`src/rtl/piano_note_scheduler.sv`:
```
// Note scheduler between keyboard scanner and beeper: live last-press-wins
// arbitration with minimum gate, or timed autoplay from an external song ROM.
module piano_note_scheduler #(
  parameter int MIN_GATE_CYC = 600000,
  parameter int STEP_CYC     = 3000000,
  parameter int GAP_CYC      = 300000,
  parameter int SONG_LEN     = 32
) (
  input  logic        clk,
  input  logic        rst,
  input  logic [15:0] key_held,
  input  logic [15:0] key_press,
  input  logic        play_mode,
  input  logic [4:0]  song_note,
  output logic [4:0]  song_addr,
  output logic [3:0]  note_idx,
  output logic        note_on,
  output logic        busy
);

  localparam int MAX_CNT = (MIN_GATE_CYC > STEP_CYC) ? MIN_GATE_CYC : STEP_CYC;
  localparam int CNT_W   = $clog2(MAX_CNT + 1);

  localparam logic [CNT_W-1:0] GATE_LOAD = CNT_W'(MIN_GATE_CYC - 1);
  localparam logic [CNT_W-1:0] NOTE_END  = CNT_W'(STEP_CYC - GAP_CYC - 1);
  localparam logic [CNT_W-1:0] STEP_END  = CNT_W'(STEP_CYC - 1);
  localparam logic [4:0]       LAST_ADDR = 5'(SONG_LEN - 1);

  typedef enum logic [2:0] {
    IDLE,
    LIVE,
    AUTO_LOAD,
    AUTO_NOTE,
    AUTO_GAP
  } state_t;

  state_t           state, state_nxt;
  logic [CNT_W-1:0] gate_cnt, gate_cnt_nxt;
  logic [CNT_W-1:0] step_cnt, step_cnt_nxt;
  logic [4:0]       song_addr_nxt;
  logic [3:0]       note_idx_nxt;
  logic             note_on_nxt;
  logic             busy_nxt;

  // Multi-key ties always resolve to the highest set index.
  function automatic logic [3:0] highest(input logic [15:0] v);
    logic [3:0] r;
    r = 4'd0;
    for (int i = 0; i < 16; i++)
      if (v[i]) r = 4'(i);
    return r;
  endfunction

  always_ff @(posedge clk) begin
    if (rst) begin
      state     <= IDLE;
      gate_cnt  <= '0;
      step_cnt  <= '0;
      song_addr <= 5'd0;
      note_idx  <= 4'd0;
      note_on   <= 1'b0;
      busy      <= 1'b0;
    end else begin
      state     <= state_nxt;
      gate_cnt  <= gate_cnt_nxt;
      step_cnt  <= step_cnt_nxt;
      song_addr <= song_addr_nxt;
      note_idx  <= note_idx_nxt;
      note_on   <= note_on_nxt;
      busy      <= busy_nxt;
    end
  end

  always_comb begin
    state_nxt     = state;
    gate_cnt_nxt  = gate_cnt;
    step_cnt_nxt  = step_cnt;
    song_addr_nxt = song_addr;
    note_idx_nxt  = note_idx;
    note_on_nxt   = note_on;
    busy_nxt      = busy;

    case (state)
      IDLE: begin
        if (play_mode) begin
          state_nxt     = AUTO_LOAD;
          song_addr_nxt = 5'd0;
          busy_nxt      = 1'b1;
        end else if (key_press != 16'd0) begin
          state_nxt    = LIVE;
          note_idx_nxt = highest(key_press);
          note_on_nxt  = 1'b1;
          gate_cnt_nxt = GATE_LOAD;
        end
      end

      LIVE: begin
        // A fresh press beats both the gate and any release seen this cycle.
        if (play_mode) begin
          state_nxt     = AUTO_LOAD;
          note_on_nxt   = 1'b0;
          song_addr_nxt = 5'd0;
          busy_nxt      = 1'b1;
        end else if (key_press != 16'd0) begin
          note_idx_nxt = highest(key_press);
          gate_cnt_nxt = GATE_LOAD;
        end else if (gate_cnt == '0 && !key_held[note_idx]) begin
          if (key_held != 16'd0) begin
            note_idx_nxt = highest(key_held);
            gate_cnt_nxt = GATE_LOAD;
          end else begin
            note_on_nxt = 1'b0;
            state_nxt   = IDLE;
          end
        end else if (gate_cnt != '0) begin
          gate_cnt_nxt = gate_cnt - 1'b1;
        end
      end

      AUTO_LOAD: begin
        note_idx_nxt = song_note[3:0];
        note_on_nxt  = ~song_note[4];
        step_cnt_nxt = '0;
        state_nxt    = AUTO_NOTE;
      end

      AUTO_NOTE: begin
        step_cnt_nxt = step_cnt + 1'b1;
        if (step_cnt == NOTE_END) begin
          note_on_nxt = 1'b0;
          state_nxt   = AUTO_GAP;
        end
      end

      AUTO_GAP: begin
        step_cnt_nxt = step_cnt + 1'b1;
        if (step_cnt == STEP_END) begin
          song_addr_nxt = (song_addr == LAST_ADDR) ? 5'd0 : song_addr + 5'd1;
          state_nxt     = AUTO_LOAD;
        end
      end

      default: state_nxt = IDLE;
    endcase

    // Leaving autoplay discards the song position; held keys need a new press.
    if ((state == AUTO_LOAD || state == AUTO_NOTE || state == AUTO_GAP) && !play_mode) begin
      state_nxt     = IDLE;
      note_on_nxt   = 1'b0;
      busy_nxt      = 1'b0;
      song_addr_nxt = 5'd0;
      step_cnt_nxt  = '0;
    end
  end

endmodule

```
`config.mk`:
```
export PLATFORM = sky130hd
export DESIGN_NAME = piano_note_scheduler
export DESIGN_NICKNAME = d
export VERILOG_FILES = /design/src/rtl/piano_note_scheduler.sv
export SDC_FILE = /design/constraint.sdc
export NUM_CORES = 1
export LEC_CHECK = 0
export ABC_AREA = 1
export CAP_MARGIN = 20
export CORE_MARGIN = 2
export CORE_UTILIZATION = 40
export CTS_CLUSTER_SIZE = 16
export DETAILED_ROUTE_END_ITERATION = 16
export MAX_ROUTING_LAYER = met4
export REMOVE_ABC_BUFFERS = 1
export SYNTH_ARGS = -nofsm -noshare
export SYNTH_HDL_FRONTEND = slang
export SYNTH_SLANG_ARGS = --single-unit
```
`constraint.sdc`:
```
create_clock -name clk -period 2.4 [get_ports clk]
set_input_delay 0.36 -clock clk [delete_from_list [all_inputs] [get_ports clk]]
set_output_delay 0.36 -clock clk [all_outputs]
set_load 0.01 [all_outputs]
```
# --- Yosys cells after proc, flatten, opt, wreduce, memory -nomap -nowiden ---
# Cells that the tools add are included.
totals:
  ff_bits: 58
  inputBits: 40
  out_inout_bits: 11
  wordCells: 127
classes:
  add_sub_neg: 3
  n_lt_le_gt_ge: 1
  n_eq_ne: 21
  mux: 69
  bitwise_logic: 1
  reduce_logical: 25
op_table:
  columns: ["op", "count"]
  rows:
  - ["22-bit 2-to-1 mux", 7]
  - ["4-bit 2-to-1 mux", 34]
  - ["22-bit one-hot mux with 2 select lines", 2]
  - ["22-bit == test, second input constant", 2]
  - ["16-bit nonzero test", 2]
  - ["3-bit 2-to-1 mux", 8]
  - ["22-bit by 1-bit adder with 22-bit output, second input constant", 1]
  - ["22-bit logical NOT", 1]
  - ["22-bit nonzero test", 1]
  - ["22-bit by 1-bit subtractor with 22-bit output, second input constant", 1]
  - ["3-bit inequality test, second input constant", 6]
  - ["6-bit AND reduction", 3]
  - ["5-bit 2-to-1 mux", 3]
  - ["3-bit one-hot mux with 5 select lines", 1]
  - ["4-bit one-hot mux with 3 select lines", 1]
  - ["1-bit 2-to-1 mux", 10]
  - ["2-bit inequality test, second input constant", 5]
  - ["5-bit one-hot mux with 2 select lines", 1]
  - ["4-bit inequality test, second input constant", 2]
  - ["7-bit AND reduction", 1]
  - ["3-bit by 2-bit == test with 1-bit output, second input constant", 2]
  - ["2-bit nonzero test", 3]
  - ["2-bit OR reduction", 3]
  - ["5-bit by 1-bit adder with 5-bit output, second input constant", 1]
  - ["16 further kinds", 19]

# --- Depth between registers and ports, before layout ---
logic_depth:
  depth_word: 20
  mapped_depth: 19
  mapped_depth_nobuf: 19

# --- Worst setup path before layout ---
# Ideal clock, no wire load.
synth_timing:
  path_kind: "reg2reg"
  startpoint: "reg gate_cnt[0]"
  endpoint: "reg gate_cnt[17]"
  setup_ns: 0.139
  arrival_ns: 1.748
  required_ns: 2.261
  setup_slack_ns: 0.513
  stages_incl_launch_ff: 12
  path_buffers: 1
  period_less_slack_ns: 1.887
  path_cell_list: "dfxtp_1 > inv_1 > ha_1 > inv_1 > nor3_2 > nand3_1 > nor3_1 > nand4_1 > buf_2 > nor3b_1 > nand3_2 > a21oi_2"
synth_between:
  elab_chain_cells: 6
  elab_cells_between_ends: 12
  classes_between: "add/sub: 1; eq/ne: 2; mux: 5; reduce/logical: 4"
synth_rtl:
  columns: ["item", "line", "rtl"]
  rows:
  - ["from (decl)", "38", "logic [CNT_W-1:0] gate_cnt, gate_cnt_nxt;"]
  - ["from (signal assigned)", "65", "gate_cnt <= gate_cnt_nxt;"]
  - ["22-bit by 1-bit subtractor with 22-bit output / 22-bit logical NOT (equally long branches)", "116, 107", null]
  - ["22-bit 2-to-1 mux / 1-bit logical AND (equally long branches)", "115, 107", null]
  - ["22-bit 2-to-1 mux", "107", "end else if (gate_cnt == '0 && !key_held[note_idx]) begin"]
  - ["22-bit 2-to-1 mux", "104", "end else if (key_press != 16'd0) begin"]
  - ["22-bit 2-to-1 mux", "99", "if (play_mode) begin"]
  - ["22-bit one-hot mux with 2 select lines", "83", "case (state)"]
# Parallel ways exist; a longest one is shown, timed or not. The select of a mux whose other input is x is not followed.
# A chain may end at the register's enable or synchronous reset.

# --- Worst setup path in the final report ---
layout_timing:
  startpoint: "reg gate_cnt[0]"
  endpoint: "reg note_idx[0]"
layout_between:
  elab_chain_cells: 4
layout_rtl:
  columns: ["item", "line", "rtl"]
  rows:
  - ["22-bit logical NOT", "107", null]
  - ["1-bit logical AND", "107", null]
  - ["3-bit inequality test (no line)", null, null]
  - ["6-bit AND reduction (no line)", null, null]
  - ["to (signal assigned)", "68", "note_idx <= note_idx_nxt;"]
  - ["to (decl)", "16", "output logic [3:0] note_idx,"]
# Every way passes these cells.

==> results.sh <==
export IMPL_finalSetupTns_ps=0
export IMPL_maxSlewViolCount=0
export IMPL_crit_type="reg2reg"
export IMPL_synth_area_leaders="dfxtp_1 (27%), nand2_1 (15%), inv_1 (6.5%)"
export IMPL_m1WireLength_um=5640
export IMPL_numPortBuffers=50
export IMPL_hold_slack_ps=434
export IMPL_tightest_slew_ps=442
export IMPL_clock_path_buffers=2
export IMPL_ys_types=47
export IMPL_syn_to_final_growth_pct=23.4
export IMPL_critPathCaptureType="flop"
export IMPL_pin_count=51
export IMPL_report_power_total_mw=3.92
export IMPL_numCtsBuffers=9
export IMPL_grt_max_degree=23
export IMPL_final_min_clock_period_ps=2200
export IMPL_drcViolationCount=0
export IMPL_max_freq_mhz=455
export IMPL_syn_inst=664
export IMPL_outcome="completed"
export IMPL_top_layer="met4"
export IMPL_root_buffer="clkbuf_8"
export IMPL_yosys_area_top_type_share_pct=27.4
export IMPL_crit_reg2reg_launch="gate_cnt[0]"
export IMPL_rrSetupSlack_ps=200
export IMPL_grt_total_usage_pct=22.0
export IMPL_worstSetupStartpointType="flop"
export IMPL_place_ws_ps=14.6
export IMPL_synth_common_cells="nand2_1 (167), inv_1 (74), nor2_1 (70), dfxtp_1 (58), a21oi_1 (46)"
export IMPL_finalCritPeriodShare_pct=91.5
export IMPL_antennaDiodeCount=0
export IMPL_initial_core_util_pct=41.1
export IMPL_layout_setup_ws_ps=204
export IMPL_place_gp_congestion=0.908
export IMPL_leakage_nw=2.07
export IMPL_synth_most_common_cell="nand2_1"
export IMPL_r2r_cells=14
export IMPL_powerDensity_nw_per_um2=749
export IMPL_die_x_um=107
export IMPL_crit_slowest_cell="nor4_4"
export IMPL_holdPathStages=1
export IMPL_worstPathArrival_ps=2430
export IMPL_grt_pass1_wl_um=20000
export IMPL_placed_area_um2=5010
export IMPL_yosys_warnings=0
export IMPL_cp_num_buf_inv=4
export IMPL_crit_family="simple AND/OR/NAND/NOR gates"
export IMPL_syn_area_um2=4240
export IMPL_slowest_delay_ps=330
export IMPL_drive_above_1_share_pct=15.9
export IMPL_hold_path_startpoint="gate_cnt[0]"
export IMPL_ir_drop_v=0.000376
export IMPL_routed_via_density=5.14
export IMPL_timing_rr_end="note_idx[0]"
export IMPL_synth_top_cell_by_area="dfxtp_1"
export IMPL_ys_ff_latch=58
export IMPL_clock_sinks=58
export IMPL_core_um2=10300
export IMPL_totalWireLength_um=11700
export IMPL_dp_cells=859
export IMPL_antenna_found_initial=0
export IMPL_finalInstanceArea_um2=5240
export IMPL_cts_tree="yes"
export IMPL_antenna_left=0
export IMPL_fin_skew_ps=7.46
export IMPL_vias=4507
export IMPL_fin_cells=877
export IMPL_hold_viol=0
export IMPL_cp_common_cell="inv_1"
export IMPL_drt_iter0_markers=270
export IMPL_first_pass_iters=5
export IMPL_cts_clk_slew_worst_paths_ps=70
export IMPL_insertion_delay_ps=340
export IMPL_grt_overflow=0
export IMPL_htreeDepth=3
export IMPL_synth_edf_count=0
export IMPL_synthFlopType="dfxtp_1"
export IMPL_worst_ep_required_time_ps=2640
export IMPL_cp_max_fo=7
export IMPL_dp_hpwl_um=9020
export IMPL_setup_viol=0
export IMPL_syn_avg_cell_area_um2=6.39
export IMPL_rows=37
export IMPL_dieArea_um2=11400
export IMPL_async_flop_share_pct=0
export IMPL_post_route_util_pct=50.7
export IMPL_worstHoldPathType="reg2reg"
export IMPL_ys_seq_area_share_pct=27.4
export IMPL_crit_path_cell_trace="inv_1 > ha_2 > inv_1 > nor2_4 > nand2_2 > nor4_4 > nand3_2 > buf_4 > nand2_1 > nand2_2 > a21oi_2 > nand3_1 > nand2_1 > inv_1"
export IMPL_wl_met3_um=430
export IMPL_drv_cap=0
export IMPL_die_h_um=107
export IMPL_post_drt_wl_per_cell_um=13.3
export IMPL_grt_pass1_vias=4265
export IMPL_nNetsFinal=781
export IMPL_route_met2_wl_um=5440
export IMPL_cts_hold_buf=0
export IMPL_slew_headroom_pct=70.5
export IMPL_hold_end="gate_cnt[0]"
where the power goes:
group / total, mW / switching (mW) / internal, mW
clock network: 0.897 / 0.421 / 0.476
registers: 1.23 / 0.143 / 1.08
logic: 1.80 / 1.09 / 0.713
routing by layer:
metal	vias to the layer above	GRT usage, %
met5	-	-
met3	18	2.98
li1	2337	-
met1	2058	29.1
met2	94	35.5
met4	0	5.94
worst reg2reg max path, cell delays in order (launching register included):
cell and delay (ps):
dfxtp_1 310, inv_1 90, ha_2 210, inv_1 120, nor2_4 140, nand2_2 80, nor4_4 330, nand3_2 150
buf_4 160, nand2_1 90, nand2_2 120, a21oi_2 130, nand3_1 90, nand2_1 60, inv_1 30
layout make-up:
cell class,instances,area (um^2)
repair buffers,78,723
clock inverters,6,67.6
multi-input cells,500,2650
flip-flops and latches,58,1160
fillers,1091,5090
clock buffers,9,124
inverters,90,345
well taps,136,170
placed cells by master (no fill, tap or decap), types with 8 or more instances in the layout:
| cell type | netlist | routed |
|---|---|---|
| nand2_1 | 167 | 166 |
| inv_1 | 74 | 74 |
| nor2_1 | 70 | 70 |
| dfxtp_1 | 58 | 58 |
| clkdlybuf4s50_1 | 0 | 50 |
| a21oi_1 | 46 | 45 |
| nand3_1 | 41 | 41 |
| buf_4 | 2 | 27 |
| o21ai_0 | 25 | 25 |
| nor3_1 | 18 | 18 |
| inv_2 | 15 | 15 |
| nand3_2 | 12 | 12 |
| a21oi_2 | 11 | 12 |
| nor3b_1 | 12 | 12 |
| nand4_1 | 10 | 10 |
| nor2_2 | 9 | 9 |
| xor2_1 | 9 | 9 |
| clkbuf_8 | 0 | 9 |
| or2_2 | 8 | 8 |
repair_timing:
item                       4_1_cts  5_1_grt
gates resized for setup          0        4
hold endpoints to repair         0        0
setup endpoints to repair        0        4
buffers inserted                 0        3
sequential cells by signal (all words and copies together) (netlist names):
name       flops
busy           1
gate_cnt      22
note_idx       4
note_on        1
song_addr      5
state          3
step_cnt      22
logic make-up (layout without fill, tap and decap cells):
group / after synthesis / in the layout / share of synthesized area [%]
AO/OA/AOI/OAI: 114 / 114 / 16.8
XOR/XNOR: 14 / 14 / 2.89
adder cells (fa/ha/maj): 4 / 4 / 1.18
buffers and inverters: 106 / 183 / 10.6
flip-flops: 58 / 58 / 27.4
AND/OR/NAND/NOR: 368 / 368 / 41.3
worst max-delay path by stage:
| stage | from | slack (ps) | depth (start not counted) | to |
|---|---|---|---|---|
| 6_report | gate_cnt[0] | 200 | 14 | note_idx[0] |
| 3_5_place_dp | key_press[5] | 10 | 15 | gate_cnt[18] |
| 5_1_grt | gate_cnt[0] | -8 | 14 | note_idx[0] |
| 4_1_cts | gate_cnt[0] | 170 | 14 | note_idx[0] |
| 3_3_place_gp | key_press[5] | 40 | 15 | gate_cnt[20] |
| 2_1_floorplan | key_press[11] | 360 | 14 | gate_cnt[10] |
(Power assumes the default switching activity.)
